==> src/rtl/pwm_capture_ip.sv <==
// PWM input capture: measures period (rise to rise) and high time (rise to fall) in clk cycles.
// Optional glitch filter compiled in with `define PWM_CAPTURE_GLITCH_FILTER_EN.
module pwm_capture_ip #(
  parameter int          CNT_WIDTH      = 32,
  parameter int          SYNC_STAGES    = 2,
  parameter int unsigned TIMEOUT_CYCLES = 32'd1_000_000,
  parameter int          FILTER_LEN     = 3
) (
  input  logic                 clk,
  input  logic                 rst,
  input  logic                 enable,
  input  logic                 clear,
  input  logic                 pwm_in,
  output logic [CNT_WIDTH-1:0] period_cycles_o,
  output logic [CNT_WIDTH-1:0] high_cycles_o,
  output logic                 meas_valid,
  output logic                 timeout,
  output logic                 level_o,
  output logic                 locked
);

  localparam logic [CNT_WIDTH-1:0] TO_LIM = CNT_WIDTH'(TIMEOUT_CYCLES);
  localparam logic [CNT_WIDTH-1:0] ONE    = CNT_WIDTH'(1);

  if (SYNC_STAGES < 2 || FILTER_LEN < 2) begin : g_param_check
    $error("pwm_capture_ip: SYNC_STAGES and FILTER_LEN must be at least 2");
  end

  typedef enum logic [1:0] {IDLE, ARM, HIGH, LOW} state_t;

  // Stage p0: metastability synchronizer
  logic [SYNC_STAGES-1:0] sync_p0;

  always_ff @(posedge clk or posedge rst) begin
    if (rst) sync_p0 <= '0;
    else     sync_p0 <= {sync_p0[SYNC_STAGES-2:0], pwm_in};
  end

  // Stage p1: optional glitch filter producing the conditioned level
  logic lvl;

`ifdef PWM_CAPTURE_GLITCH_FILTER_EN
  localparam int FLT_W = $clog2(FILTER_LEN);
  logic [FLT_W-1:0] flt_cnt;

  always_ff @(posedge clk or posedge rst) begin
    if (rst) begin
      lvl     <= 1'b0;
      flt_cnt <= '0;
    end else if (sync_p0[SYNC_STAGES-1] == lvl) begin
      flt_cnt <= '0;
    end else if (flt_cnt == FLT_W'(FILTER_LEN - 1)) begin
      lvl     <= sync_p0[SYNC_STAGES-1];
      flt_cnt <= '0;
    end else begin
      flt_cnt <= flt_cnt + FLT_W'(1);
    end
  end
`else
  assign lvl = sync_p0[SYNC_STAGES-1];
`endif

  // Stage p2: edge detection
  logic lvl_d;
  logic rise;
  logic fall;

  always_ff @(posedge clk or posedge rst) begin
    if (rst) lvl_d <= 1'b0;
    else     lvl_d <= lvl;
  end

  assign rise    = lvl & ~lvl_d;
  assign fall    = ~lvl & lvl_d;
  assign level_o = lvl;

  // Stage p3: measurement FSM and registered results
  state_t               state, state_nxt;
  logic [CNT_WIDTH-1:0] cnt, cnt_nxt, cnt_inc;
  logic [CNT_WIDTH-1:0] high_lat, high_lat_nxt;
  logic [CNT_WIDTH-1:0] period_nxt, high_nxt;
  logic                 valid_nxt, timeout_nxt, locked_nxt;

  assign cnt_inc = cnt + ONE;

  always_ff @(posedge clk or posedge rst) begin
    if (rst) begin
      state           <= IDLE;
      cnt             <= '0;
      high_lat        <= '0;
      period_cycles_o <= '0;
      high_cycles_o   <= '0;
      meas_valid      <= 1'b0;
      timeout         <= 1'b0;
      locked          <= 1'b0;
    end else begin
      state           <= state_nxt;
      cnt             <= cnt_nxt;
      high_lat        <= high_lat_nxt;
      period_cycles_o <= period_nxt;
      high_cycles_o   <= high_nxt;
      meas_valid      <= valid_nxt;
      timeout         <= timeout_nxt;
      locked          <= locked_nxt;
    end
  end

  always_comb begin
    state_nxt    = state;
    cnt_nxt      = cnt;
    high_lat_nxt = high_lat;
    period_nxt   = period_cycles_o;
    high_nxt     = high_cycles_o;
    valid_nxt    = 1'b0;
    timeout_nxt  = 1'b0;
    locked_nxt   = locked;

    if (!enable) begin
      state_nxt    = IDLE;
      cnt_nxt      = '0;
      high_lat_nxt = '0;
      locked_nxt   = 1'b0;
      if (clear) begin
        period_nxt = '0;
        high_nxt   = '0;
      end
    end else if (clear) begin
      // clear outranks any edge seen this cycle, so no report can slip out
      state_nxt    = ARM;
      cnt_nxt      = '0;
      high_lat_nxt = '0;
      period_nxt   = '0;
      high_nxt     = '0;
      locked_nxt   = 1'b0;
    end else begin
      case (state)
        IDLE: begin
          cnt_nxt   = '0;
          state_nxt = ARM;
        end
        ARM: begin
          if (rise) begin
            cnt_nxt   = ONE;
            state_nxt = HIGH;
          end
        end
        HIGH: begin
          if (cnt == TO_LIM) begin
            timeout_nxt = 1'b1;
            locked_nxt  = 1'b0;
            cnt_nxt     = '0;
            state_nxt   = ARM;
          end else if (fall) begin
            high_lat_nxt = cnt;
            cnt_nxt      = cnt_inc;
            state_nxt    = LOW;
          end else begin
            cnt_nxt = cnt_inc;
          end
        end
        LOW: begin
          if (cnt == TO_LIM) begin
            timeout_nxt = 1'b1;
            locked_nxt  = 1'b0;
            cnt_nxt     = '0;
            state_nxt   = ARM;
          end else if (rise) begin
            period_nxt = cnt;
            high_nxt   = high_lat;
            valid_nxt  = 1'b1;
            locked_nxt = 1'b1;
            cnt_nxt    = ONE;
            state_nxt  = HIGH;
          end else begin
            cnt_nxt = cnt_inc;
          end
        end
        default: state_nxt = IDLE;
      endcase
    end
  end

endmodule

==> config.mk <==
export PLATFORM = sky130hd
export DESIGN_NAME = pwm_capture_ip
export DESIGN_NICKNAME = d
export VERILOG_FILES = /design/src/rtl/pwm_capture_ip.sv
export SDC_FILE = /design/constraint.sdc
export NUM_CORES = 1
export LEC_CHECK = 0
export CORE_ASPECT_RATIO = 0.7
export CORE_MARGIN = 4
export CORE_UTILIZATION = 35
export CTS_CLUSTER_SIZE = 25
export DETAILED_ROUTE_END_ITERATION = 10
export GPL_ROUTABILITY_DRIVEN = 0
export PLACE_DENSITY = 0.51
export SLEW_MARGIN = 20
export SYNTH_ARGS = -nofsm -noshare
export SYNTH_HDL_FRONTEND = slang
export SYNTH_SLANG_ARGS = --single-unit
==> constraint.sdc <==
create_clock -name clk -period 7 [get_ports clk]
set_clock_uncertainty 0.05 [all_clocks]
set_input_delay 2.1 -clock clk [delete_from_list [all_inputs] [get_ports clk]]
set_output_delay 2.1 -clock clk [all_outputs]
set_load 0.02 [all_outputs]
==> summary.md <==
| Metric | Value |
|---|---|
| Status | completed |
| First-pass GRT wire length | 22.3 mm |
| Worst-case clock buffer depth | 2 |
| Reg2reg end | period_cycles_o[25] |
| Data required, critical path | 7.27 ns |
| Post-CTS Setup Inserts | 0 |
| DR DRC count | 0 |
| DR WL met2 | 5.41 mm |
| Synth cell types | 39 |
| Max VDD drop | 0.126 mV |
| Ys Warns | 0 |
| CP Launch Type | input port |
| Crit path launch | clear |
| Slew @ Worst Pin | a little over 1 ns |
| Max-capacitance violation count | 0 |
| Critical-path top delay cell | nor4bb_1 |
| Worst slew margin | 31.4% |
| # hold bufs at CTS | 0 |
| GR Util All Layers | 15.9% |
| Placed insts | approximately 700 |
| Vert. Die Dim | 113 um |
| Initial antenna violation count | 0 |
| Diodes inserted | 0 |
| Worst-Skew Late Latency | 0.40 ns |
| Die ar. | 17,700 um^2 |
| Final setup vio count | 0 |
| P_leak | around 3 nW |
| Synth Flop Type | dfrtp_1 |
| Syn avg cell area | 12.5 um^2 |
| WL met3 | 687 um |
| Synthesized instance count | 437 |
| Fin area | approximately 7000 um^2 |
| Syn Nets | 444 |
| I/O Buffers | just over 70 |
| Number of flops mapped to enable cells by yosys | 0 |
| CTS tree | built |
| Total power | 1.72 mW |
| WS Path Type | input port to register |
| Chip width | 157 um |
| Critical-path maximum fanout | 10 |
| Commonest non-fill, non-tap cells in the layout | dfrtp_1, a22o_1, clkdlybuf4s50_1 |
| Synthesis-stage register bit count | 136 |
| Fin crit period | about 4.2 ns |
| Post-route ant nets | 0 |
| R2R cell count | 9 |
| Most common cell after layout, fill and taps aside | dfrtp_1 |
| M1 WL | 7.06 mm |
| Area grow syn2layout | 27.9% |
| Share of cells above drive strength 1 | 9.07% |
| DP Area | roughly 6400 um^2 |
| Async S/R FF share, synth | 100% |
| H-Tree Depth | 4 |
| Wirelength per Cell | 18.5 um |
| Worst Hold Path Cells | 0 |
| Worst hold path class | register to register |
| Max stage delay on crit path | around 0.85 ns |
| Nets | 512 |
| Initial core utilization | around 36% |
| Setup_tns | 0 ns |
| Vias | 3,831 |
| Std-Cell Rows | 37 |
| Vias per inst | 5.37 |
| Hold endpoint | sync_p0[1] |
| Final core occ | 46.6% |
| Reg2Reg Setup Slack | ~3.8 ns |
| Yosys top cell by area | dfrtp_1 |
| Reg2reg start | cnt[0] |
| CTS root buf | clkbuf_16 |
| PD cells | 246 nW/um^2 |
| Slew Limit Fails | 0 |
| Post-Layout Cell Count | 713 |
| Register area share after synthesis | 62.2% |
| Worst Hold Launch | sync_p0[0] |
| Worst-path clk slew | ~0.060 ns |
| Clk sinks | 136 |
| Global route overflow | 0 |
| DR pass1 iterations | 5 |
| Synth area leaders | dfrtp_1, a22o_1, xor2_1 |
| Vias in the first global route | 3,931 |
| Final wirelength | 13.2 mm |
| Post-cts repair resize count | 0 |
| CP Cell Sequence | clkdlybuf4s50_1 > nor4bb_1 > a211oi_2 > nand4_1 > o21ai_0 > a21oi_1 |
| RSZ-0062 raised after global routing | no |
| Largest net degree at the start of global routing | about 110 |
| Crit end category | register |
| Cell Area, Synth | 5470 um^2 |
| Highest routed metal layer | met4 |
| Num CTS Buffers | 17 |
| Max Clk Rate | 237 MHz |
| I/O Pins | 73 |
| Crit path arrival time | 4.49 ns |
| Tcrit/Tclk final | about three fifths |
| Core Area | 15,000 um^2 |
| Number of DRC markers in iteration 0 | 273 |
| DP HPWL | between 8 and 9 mm |
| Hold Vio Cnt, Final | 0 |
| Top cell type's share of synthesized area | 62.2% |
==> worst max-delay path: cells and delay by family <==
kind,cells,cell delay (ns)
AND/OR/NAND/NOR,2,1.25
AO/OA/AOI/OAI,3,0.68
buffers and inverters,1,0.47
==> power by group <==
part / switching (mW) / total, mW / internal (mW)
Sequential: 0.00253 / 0.791 / 0.788
Combinational: 0.0338 / 0.0435 / 0.00970
Clock: 0.336 / 0.888 / 0.553
Total: 0.372 / 1.72 / 1.35
==> cells in the mapped netlist (all sizes together) (4+ instances only) <==
cell type,n
a21oi,10
a22o,99
and3,5
buf,22
clkbuf,10
dfrtp,136
inv,6
nand2,17
nand2b,4
nand3,10
nand4,12
nor2,26
nor3,4
nor4,11
nor4b,4
o21ai,7
or3,6
xnor2,6
xor2,14
==> logic make-up (layout without fill, tap and decap cells) <==
group                      after synthesis  in the layout  synth area share, %
AOI/OAI and AO/OA                      129            129                 19.7
xor gates and xnor gates                20             20                 3.20
adders and majority gates                2              2                0.457
buffers and inverters                   38            119                 3.18
DFF                                    136            136                 62.2
and+or+nand+nor                        112            112                 11.3
==> how the worst max path moves through the flow <==
stage / endpoint
after floorplan: cnt[0]
after global placement: cnt[30]
after detailed placement: cnt[25]
after CTS: cnt[27]
after global routing: cnt[29]
final: cnt[25]
==> registers in the layout, indices dropped and copies added, names as in the netlist, 2 cells and up <==
| name | count |
|---|---|
| cnt | 32 |
| high_cycles_o | 32 |
| high_lat | 32 |
| period_cycles_o | 32 |
| state | 2 |
| sync_p0 | 2 |
==> cell type report <==
type,count,area (um^2)
fill,1371,8010
sequential,136,3400
multi-input combinational,263,1920
timing repair buffer,81,808
clock buffer,21,470
tap,195,244
clock inverter,11,123
inverter,6,27.5
==> layer usage <==
metal / vias up / global-route usage, %
met5: - / 0
met4: 0 / 3.72
met3: 4 / 4.82
met2: 96 / 20.8
met1: 1941 / 25.3
li1: 1790 / -
==> per-stage QoR <==
step	hold slack, ns	setup slack (ns)
after CTS	0.307	2.75
after detailed placement	0.293	2.31
after global placement	0.284	2.54
after floorplan	0.281	1.21
after global routing	0.316	2.52
final	0.307	2.77
Note: power is estimated with default switching activity, not from simulation.
